`src/rtl/depp_bus_ctrl.sv`:
```
// DEPP (EPP parallel port) host cycle sequencer onto an 8-bit register bus
// with req/ack handshake, optional address auto-increment and ack timeout.
module depp_bus_ctrl #(
  parameter bit          AUTO_INC       = 1'b1,
  parameter int unsigned TIMEOUT_CYCLES = 64,
  parameter logic [7:0]  TIMEOUT_DATA   = 8'hFF
) (
  input  logic       i_clk_8mhz,
  input  logic       i_rst,
  input  logic       i_depp_astb_n,
  input  logic       i_depp_dstb_n,
  input  logic       i_depp_write_n,
  input  logic [7:0] i_depp_data,
  output logic [7:0] o_depp_data,
  output logic       o_depp_data_oe,
  output logic       o_depp_wait,
  output logic [7:0] o_reg_addr,
  output logic [7:0] o_reg_wdata,
  output logic       o_reg_we,
  output logic       o_reg_re,
  input  logic [7:0] i_reg_rdata,
  input  logic       i_reg_ack,
  output logic [7:0] o_timeout_cnt,
  output logic [7:0] o_proto_err_cnt
);

  typedef enum logic [1:0] {SYNC, IDLE, ACK, HOLD} state_t;

  localparam logic [7:0] TIMER_LAST = 8'(TIMEOUT_CYCLES - 1);

  function automatic logic [7:0] sat_inc(input logic [7:0] v);
    return (v == 8'hFF) ? 8'hFF : v + 8'd1;
  endfunction

  logic   astb_meta, dstb_meta, write_meta;
  logic   s_astb_n, s_dstb_n, s_write_n;
  state_t state, state_next;
  logic [7:0] timer, timer_next;
  logic   data_cycle, data_cycle_next;
  logic   is_read, is_read_next;
  logic [7:0] depp_data_next, reg_addr_next, reg_wdata_next;
  logic [7:0] timeout_cnt_next, proto_err_cnt_next;
  logic   data_oe_next, wait_next, reg_we_next, reg_re_next;

  // Strobe synchronisers reset to the asserted level so SYNC only leaves once
  // the host has genuinely released both strobes after reset.
  always_ff @(posedge i_clk_8mhz) begin
    if (i_rst) begin
      {astb_meta, dstb_meta, write_meta} <= 3'b000;
      {s_astb_n, s_dstb_n, s_write_n}    <= 3'b000;
    end else begin
      {astb_meta, dstb_meta, write_meta} <= {i_depp_astb_n, i_depp_dstb_n, i_depp_write_n};
      {s_astb_n, s_dstb_n, s_write_n}    <= {astb_meta, dstb_meta, write_meta};
    end
  end

  // State and registered outputs.
  always_ff @(posedge i_clk_8mhz) begin
    if (i_rst) begin
      state           <= SYNC;
      timer           <= 8'd0;
      data_cycle      <= 1'b0;
      is_read         <= 1'b0;
      o_depp_data     <= 8'd0;
      o_depp_data_oe  <= 1'b0;
      o_depp_wait     <= 1'b0;
      o_reg_addr      <= 8'd0;
      o_reg_wdata     <= 8'd0;
      o_reg_we        <= 1'b0;
      o_reg_re        <= 1'b0;
      o_timeout_cnt   <= 8'd0;
      o_proto_err_cnt <= 8'd0;
    end else begin
      state           <= state_next;
      timer           <= timer_next;
      data_cycle      <= data_cycle_next;
      is_read         <= is_read_next;
      o_depp_data     <= depp_data_next;
      o_depp_data_oe  <= data_oe_next;
      o_depp_wait     <= wait_next;
      o_reg_addr      <= reg_addr_next;
      o_reg_wdata     <= reg_wdata_next;
      o_reg_we        <= reg_we_next;
      o_reg_re        <= reg_re_next;
      o_timeout_cnt   <= timeout_cnt_next;
      o_proto_err_cnt <= proto_err_cnt_next;
    end
  end

  // Next-state and next-output logic.
  always_comb begin
    state_next         = state;
    timer_next         = timer;
    data_cycle_next    = data_cycle;
    is_read_next       = is_read;
    depp_data_next     = o_depp_data;
    data_oe_next       = o_depp_data_oe;
    wait_next          = o_depp_wait;
    reg_addr_next      = o_reg_addr;
    reg_wdata_next     = o_reg_wdata;
    reg_we_next        = 1'b0;
    reg_re_next        = 1'b0;
    timeout_cnt_next   = o_timeout_cnt;
    proto_err_cnt_next = o_proto_err_cnt;
    case (state)
      SYNC: begin
        if (s_astb_n && s_dstb_n) begin
          state_next = IDLE;
        end else begin
          state_next = SYNC;
        end
      end
      IDLE: begin
        if (!s_astb_n && !s_dstb_n) begin
          proto_err_cnt_next = sat_inc(o_proto_err_cnt);
          data_cycle_next    = 1'b0;
          wait_next          = 1'b1;
          state_next         = HOLD;
        end else if (!s_astb_n) begin
          data_cycle_next = 1'b0;
          if (!s_write_n) begin
            reg_addr_next = i_depp_data;
          end else begin
            depp_data_next = o_reg_addr;
            data_oe_next   = 1'b1;
          end
          wait_next  = 1'b1;
          state_next = HOLD;
        end else if (!s_dstb_n) begin
          data_cycle_next = 1'b1;
          is_read_next    = s_write_n;
          timer_next      = 8'd0;
          if (!s_write_n) begin
            reg_wdata_next = i_depp_data;
            reg_we_next    = 1'b1;
          end else begin
            reg_re_next = 1'b1;
          end
          state_next = ACK;
        end else begin
          state_next = IDLE;
        end
      end
      ACK: begin
        if (i_reg_ack) begin
          if (is_read) begin
            depp_data_next = i_reg_rdata;
            data_oe_next   = 1'b1;
          end else begin
            data_oe_next = 1'b0;
          end
          wait_next  = 1'b1;
          state_next = HOLD;
        end else if (timer == TIMER_LAST) begin
          if (is_read) begin
            depp_data_next = TIMEOUT_DATA;
            data_oe_next   = 1'b1;
          end else begin
            data_oe_next = 1'b0;
          end
          timeout_cnt_next = sat_inc(o_timeout_cnt);
          wait_next        = 1'b1;
          state_next       = HOLD;
        end else begin
          timer_next = timer + 8'd1;
        end
      end
      HOLD: begin
        if (s_astb_n && s_dstb_n) begin
          wait_next    = 1'b0;
          data_oe_next = 1'b0;
          if (data_cycle && AUTO_INC) begin
            reg_addr_next = o_reg_addr + 8'd1;
          end else begin
            reg_addr_next = o_reg_addr;
          end
          state_next = IDLE;
        end else begin
          state_next = HOLD;
        end
      end
      default: begin
        state_next = SYNC;
      end
    endcase
  end

endmodule

```
`config.mk`:
```
export PLATFORM = sky130hd
export DESIGN_NAME = depp_bus_ctrl
export DESIGN_NICKNAME = d
export VERILOG_FILES = /design/src/rtl/depp_bus_ctrl.sv
export SDC_FILE = /design/constraint.sdc
export NUM_CORES = 1
export LEC_CHECK = 0
export BUFFER_PORTS_ARGS = -buffer_cell sky130_fd_sc_hd__buf_2
export CORE_UTILIZATION = 54
export CTS_CLUSTER_DIAMETER = 60
export DETAILED_ROUTE_END_ITERATION = 8
export PLACE_DENSITY_LB_ADDON = 0.12
export SYNTH_ARGS = -nofsm -noshare
export SYNTH_HDL_FRONTEND = slang
export SYNTH_SLANG_ARGS = --single-unit
```
`constraint.sdc`:
```
create_clock -name i_clk_8mhz -period 2.5 [get_ports i_clk_8mhz]
set_clock_uncertainty 0.1 [all_clocks]
set_input_delay 0.25 -clock i_clk_8mhz [delete_from_list [all_inputs] [get_ports i_clk_8mhz]]
set_output_delay 0.25 -clock i_clk_8mhz [all_outputs]
set_load 0.05 [all_outputs]
```
==> results.py, run 1 <==
metrics = {
    "sta": {
        "maxSlewViolCount": 0,
        "rsz0062_at_grt": "no",
        "worst-slew-pin-transition_ps": 607.3,
        "period_share_pct": 90.38,
        "max_freq_ghz": 0.4426,
        "relSlewSlack_pct": 59.51,
        "setup_viol_count_final": 0,
        "fin_crit_ps": 2260,
        "setup_tns_ps": 0,
        "hold_violations": 0,
    },
    "worst_setup_path": {
        "required_ps": 2650,
        "crit_buf_inv": 0,
        "crit_path_top_delay_cell": "or4_1",
        "r2r_end": "timer[7]",
        "r2r_start": "state[0]",
        "crit_type": "register to register",
        "cp_cell_sequence": "or3b_1 > a21o_1 > or4_1 > a221oi_2",
        "cp_max_fo": 14,
        "max_stage_delay_ps": 550,
        "arrival_ps": 2410,
        "start_kind": "register",
        "r2r_setup_slack_ps": 240,
        "endpoint_kind": "register",
        "reg2regPathDepth": 4,
        "crit_family": "simple AND/OR/NAND/NOR gates",
    },
    "placed_design": {
        "placed_cell_area_um2": 3302,
        "place_congestion": 0.8169,
        "dp_hpwl_um": 4767,
        "port_buffers": 65,
    },
    "clock_tree": {
        "htree_levels": 3,
        "clockBufferDepth": 2,
        "cts_setup_buffers": 0,
        "numCtsBuffers": 9,
        "root_buffer": "clkbuf_8",
        "numClockSinks": 62,
        "clkLatencyLatePin_ps": 330,
        "clk_pin_slew_worst_paths_ps": 70,
        "cts_tree": "built",
    },
    "synth": {
        "syn_nets": 375,
        "synth-seq-area-share_pct": 42.32,
        "yosys_register_bits": 62,
        "async_reset_ff_share_pct": 0,
        "synth_cells": 349,
        "synth_edf_count": 0,
        "syn_area_um2": 2933,
        "synthFlopType": "dfxtp_1",
        "avgSynthCellArea_um2": 8.403,
        "ys_warn_count": 0,
        "synth.distinct_cells": 52,
    },
    "floorplan": {
        "die_w_um": 75.70,
        "io_pins": 66,
        "fp.coreArea_um2": 5172,
        "die_area_um2": 5730,
        "die_h_um": 75.70,
        "rows": 26,
        "start_util_pct": 56.70,
    },
    "route": {
        "first_iter_violations": 126,
        "drc_errors": 0,
        "post_drt_wl_per_cell_um": 14.49,
        "first_pass_iters": 4,
        "postRouteAntennaNets": 0,
        "drt-total-wl_um": 6985,
        "vias_per_cell": 5.950,
        "via_count": 2868,
    },
    "min_path": {
        "hold_start": "i_depp_astb_n",
        "hp-class": "primary input to register",
        "hold-path-endpoint": "astb_meta",
        "whs_path_depth": 2,
    },
    "power": {
        "p_leak_nw": 1.426,
        "peakVddDrop_v": 0.0004230,
        "powerDensity_nw_per_um2": 634.5,
    },
    "layout": {
        "fin_nets": 434,
        "drive_gt1_share_pct": 22.33,
        "fillCellCount": 434,
        "num_antenna_cells": 0,
        "final_common_cell": "buf_2",
        "final_area_um2": 3546,
        "area_delta_synth_final_pct": 20.90,
        "final_cell_mix": "buf_2 (65), dfxtp_1 (62), a21oi_1 (37)",
    },
    "global_routing": {
        "grt_antenna_before_repair": 0,
        "grt_max_degree": 28,
        "grt_pass1_vias": 2541,
        "grtUsageTotal_pct": 26.25,
        "grt_first_pass_wirelength_um": 11270,
        "grt_overflow": 0,
    },
    "status": {
        "status": "complete, no violations",
    },
    "run": {
        "drv_cap": 0,
    },
}
## per-layer routing
layer | vias up | wire [µm] | global-route usage (%)
met5 | - | 0 | 0
met2 | 71 | 3430 | 43.35
li1 | 1413 | - | -
met1 | 1374 | 3156 | 33.17
met3 | 10 | 304 | 5.688
met4 | 0 | 94 | 11.32
## cell type report
| class | instances | area, µm² | area share (%) |
|---|---|---|---|
| clock buffer | 11 | 141.4 | 3.987 |
| clock inverter | 4 | 95.09 | 2.682 |
| inverter | 3 | 11.26 | 0.3176 |
| multi-input combinational | 260 | 1592 | 44.88 |
| sequential | 62 | 1241 | 35.00 |
| tap | 70 | 87.58 | 2.470 |
| timing repair buffer | 72 | 377.9 | 10.66 |
## cell families (layout without fill, tap and decap cells)
logic type / Yosys count / after routing / share of synthesized area, %
xor+xnor: 5 / 5 / 1.493
fa+ha+maj: 4 / 4 / 1.707
flops: 62 / 62 / 42.32
simple gates: 146 / 146 / 28.93
mux: 3 / 3 / 1.024
buf+inv: 27 / 90 / 3.669
compound gates: 102 / 102 / 20.86
## state kept, by name (all words and copies together) (netlist names), 2 cells and up
signal,cells
o_reg_addr,8
state,2
o_proto_err_cnt,8
o_depp_data,8
timer,8
o_reg_wdata,8
o_timeout_cnt,8
## worst register-to-register path: stages, from the launching register on
cell and delay [ps]:
dfxtp_1 420, or3b_1 540, a21o_1 320, or4_1 550
a221oi_2 240
## report_power, final
| group | total [W] | switching [W] | leakage, nW | internal (W) |
|---|---|---|---|---|
| logic | 0.000171 | 0.000111 | 0.805 | 0.0000605 |
| registers | 0.00103 | 0.0000206 | 0.501 | 0.00100 |
| clock network | 0.00105 | 0.000370 | 0.119 | 0.000683 |
| total | 0.00225 | 0.000501 | 1.43 | 0.00175 |
## how the worst max path moves through the flow
stage | from | to | cells past startpoint
final | state[0] | timer[7] | 4
after global routing | state[0] | timer[7] | 4
after CTS | state[0] | o_depp_data[5] | 4
after detailed placement | state[0] | o_depp_data[5] | 4
after global placement | state[0] | timer[7] | 4
after floorplan | state[1] | timer[7] | 5
## through the flow
step / total power (W) / cells / hold slack [ps] / util [%] / worst slack (ps)
4_1_cts: 0.002266 / 482 / 16.67 / 68.41 / 233.9
6_report: 0.002250 / 482 / 26.12 / 68.55 / 240.4
5_1_grt: 0.002332 / 482 / 26.09 / 68.55 / 101.2
3_3_place_gp: 0.001214 / 467 / 318.8 / 63.84 / 332.9
2_1_floorplan: 0.001161 / 349 / 278.2 / - / 561.3
3_5_place_dp: 0.001216 / 467 / 327.5 / 63.84 / 277.8
## Yosys cell counts (all sizes together), types with 3 or more instances
| cell type | number | share of area (%) |
|---|---|---|
| o21ai | 33 | 5.6 |
| a211oi | 5 | 1.3 |
| mux2i | 3 | 1.0 |
| nand4 | 6 | 1.3 |
| nand3 | 18 | 3.1 |
| or4 | 10 | 2.6 |
| nor2 | 21 | 2.7 |
| xnor2 | 3 | 0.90 |
| buf | 7 | 1.1 |
| a21o | 3 | 0.77 |
| nand2 | 23 | 2.9 |
| ha | 4 | 1.7 |
| nor3 | 9 | 1.5 |
| nor4 | 5 | 1.1 |
| dfxtp | 62 | 42 |
| nor2b | 9 | 1.9 |
| nand4bb | 3 | 1.2 |
| inv | 3 | 0.38 |
| a21oi | 38 | 6.6 |
| and3 | 8 | 1.7 |
| and2 | 6 | 1.3 |
| nor3b | 12 | 3.2 |
| a31oi | 7 | 1.5 |
| clkbuf | 17 | 2.2 |
## timing repair
action                     4_1_cts  5_1_grt
setup endpoints to repair        0        1
gates resized for setup          0        1
hold buffers                     0        0
(Power assumes the default switching activity.)
==> run 2: changes to the inputs <==
CORE_UTILIZATION = 35   (was 54)
==> results.py, run 2 (same netlist as run 1, synthesis figures left out) <==
metrics = {
    "global_routing": {
        "grtUsageTotal_pct": 18.33,
        "grt_pass1_vias": 2553,
        "grt_antenna_before_repair": 0,
        "grt_overflow": 0,
        "grt_first_pass_wirelength_um": 12340,
        "grt_max_degree": 43,
    },
    "status": {
        "status": "complete, no violations",
    },
    "power": {
        "powerDensity_nw_per_um2": 558.3,
        "peakVddDrop_v": 0.0003351,
        "p_leak_nw": 1.399,
    },
    "sta": {
        "hold_violations": 0,
        "period_share_pct": 90.60,
        "setup_ws_ps": 235.0,
        "fin_crit_ps": 2265,
        "setup_viol_count_final": 0,
        "worst-slew-pin-transition_ps": 1156,
        "maxSlewViolCount": 0,
        "relSlewSlack_pct": 22.93,
        "setup_tns_ps": 0,
        "rsz0062_at_grt": "no",
        "max_freq_ghz": 0.4415,
    },
    "layout": {
        "fillCellCount": 830,
        "area_delta_synth_final_pct": 21.63,
        "final_cell_mix": "buf_2 (65), dfxtp_1 (62), a21oi_1 (37)",
        "drive_gt1_share_pct": 22.78,
        "fin_cells": 522,
        "final_common_cell": "buf_2",
        "num_antenna_cells": 0,
        "fin_util_pct": 43.63,
        "fin_nets": 438,
    },
    "floorplan": {
        "start_util_pct": 35.87,
        "rows": 33,
        "die_area_um2": 8750,
        "die_w_um": 93.54,
        "fp.coreArea_um2": 8175,
        "die_h_um": 93.54,
        "io_pins": 66,
    },
    "clock_tree": {
        "htree_levels": 3,
        "numClockSinks": 62,
        "root_buffer": "clkbuf_8",
        "numCtsBuffers": 9,
        "post_cts_resized": 0,
        "clk_pin_slew_worst_paths_ps": 70,
        "clockBufferDepth": 2,
        "cts_tree": "built",
        "clkLatencyLatePin_ps": 350,
    },
    "placed_design": {
        "port_buffers": 65,
        "dp.cells": 504,
        "dp_hpwl_um": 5238,
        "place_congestion": 0.7522,
        "place_ws_ps": 249.9,
    },
    "route": {
        "vias_per_cell": 5.421,
        "postRouteAntennaNets": 0,
        "wl_met1_um": 3508,
        "drc_errors": 0,
        "top_layer_used": "met4",
        "drt-total-wl_um": 7627,
        "via_count": 2830,
        "first_iter_violations": 127,
        "met3_length_um": 375,
        "route.met2.wl_um": 3628,
        "post_drt_wl_per_cell_um": 14.61,
        "first_pass_iters": 4,
    },
    "worst_setup_path": {
        "arrival_ps": 2430,
        "endpoint_kind": "register",
        "cp_max_fo": 14,
        "required_ps": 2660,
        "crit_type": "register to register",
        "start_kind": "register",
    },
    "min_path": {
        "hp-class": "primary input to register",
    },
    "run": {
        "drv_cap": 0,
    },
}
run 2: cell types whose count changed in the layout (fill, tap and decap cells not counted), sizes merged:
cell / delta
clkbuf: -2
clkinvlp: +3
buf: +2
bufinv: -3
clkinv: +2
dlygate4sd3: +2
inv: +1
run 2: area by class of cell:
type                       instances  area, µm²  area share (%)
clock buffer                       9      123.9           3.472
multi-input combinational        260       1584           44.41
clock inverter                     7      50.05           1.403
inverter                           3      11.26          0.3157
tap                              105      131.4           3.683
timing repair buffer              76      425.4           11.93
sequential                        62       1241           34.79
run 2: routing by layer:
layer | vias to the layer above | global-route usage (%)
li1 | 1418 | -
met1 | 1333 | 23.09
met2 | 68 | 29.78
met3 | 11 | 4.959
met4 | 0 | 6.923
met5 | - | 0
run 2: what timing repair did:
action | 4_1_cts | 5_1_grt
hold buffers | 2 | 0
setup buffers | 0 | 0
hold endpoints to repair | 2 | 0
run 2: stage by stage:
step                cell area, µm²  hold slack, ps  power (W)
finish                        3567           15.92   0.001992
global placement              3373           327.0   0.001222
CTS                           3567           2.182   0.002021
detailed placement            3373           337.5   0.001223
global route                  3567           50.08   0.002082
floorplan                     2933           278.2   0.001161
run 2: worst max-delay path, stage by stage, from the launching register on:
cell and delay [ps]:
dfxtp_1 410, or3b_1 520, a21o_1 330, or4_1 570
a221oi_2 250
run 2: path summary, 6_finish.rpt:
check	startpoint	endpoint	slack (ps)	depth (start not counted)
setup reg to reg	state[0]	timer[7]	240	4
hold / removal	i_depp_dstb_n	dstb_meta	20	2
hold reg to reg	dstb_meta	s_dstb_n	340	1
setup / recovery	state[0]	timer[7]	240	4
run 2: where the power goes:
part           switching [W]  internal, W
Sequential         0.0000184      0.00100
Combinational       0.000114    0.0000645
Clock               0.000430     0.000360
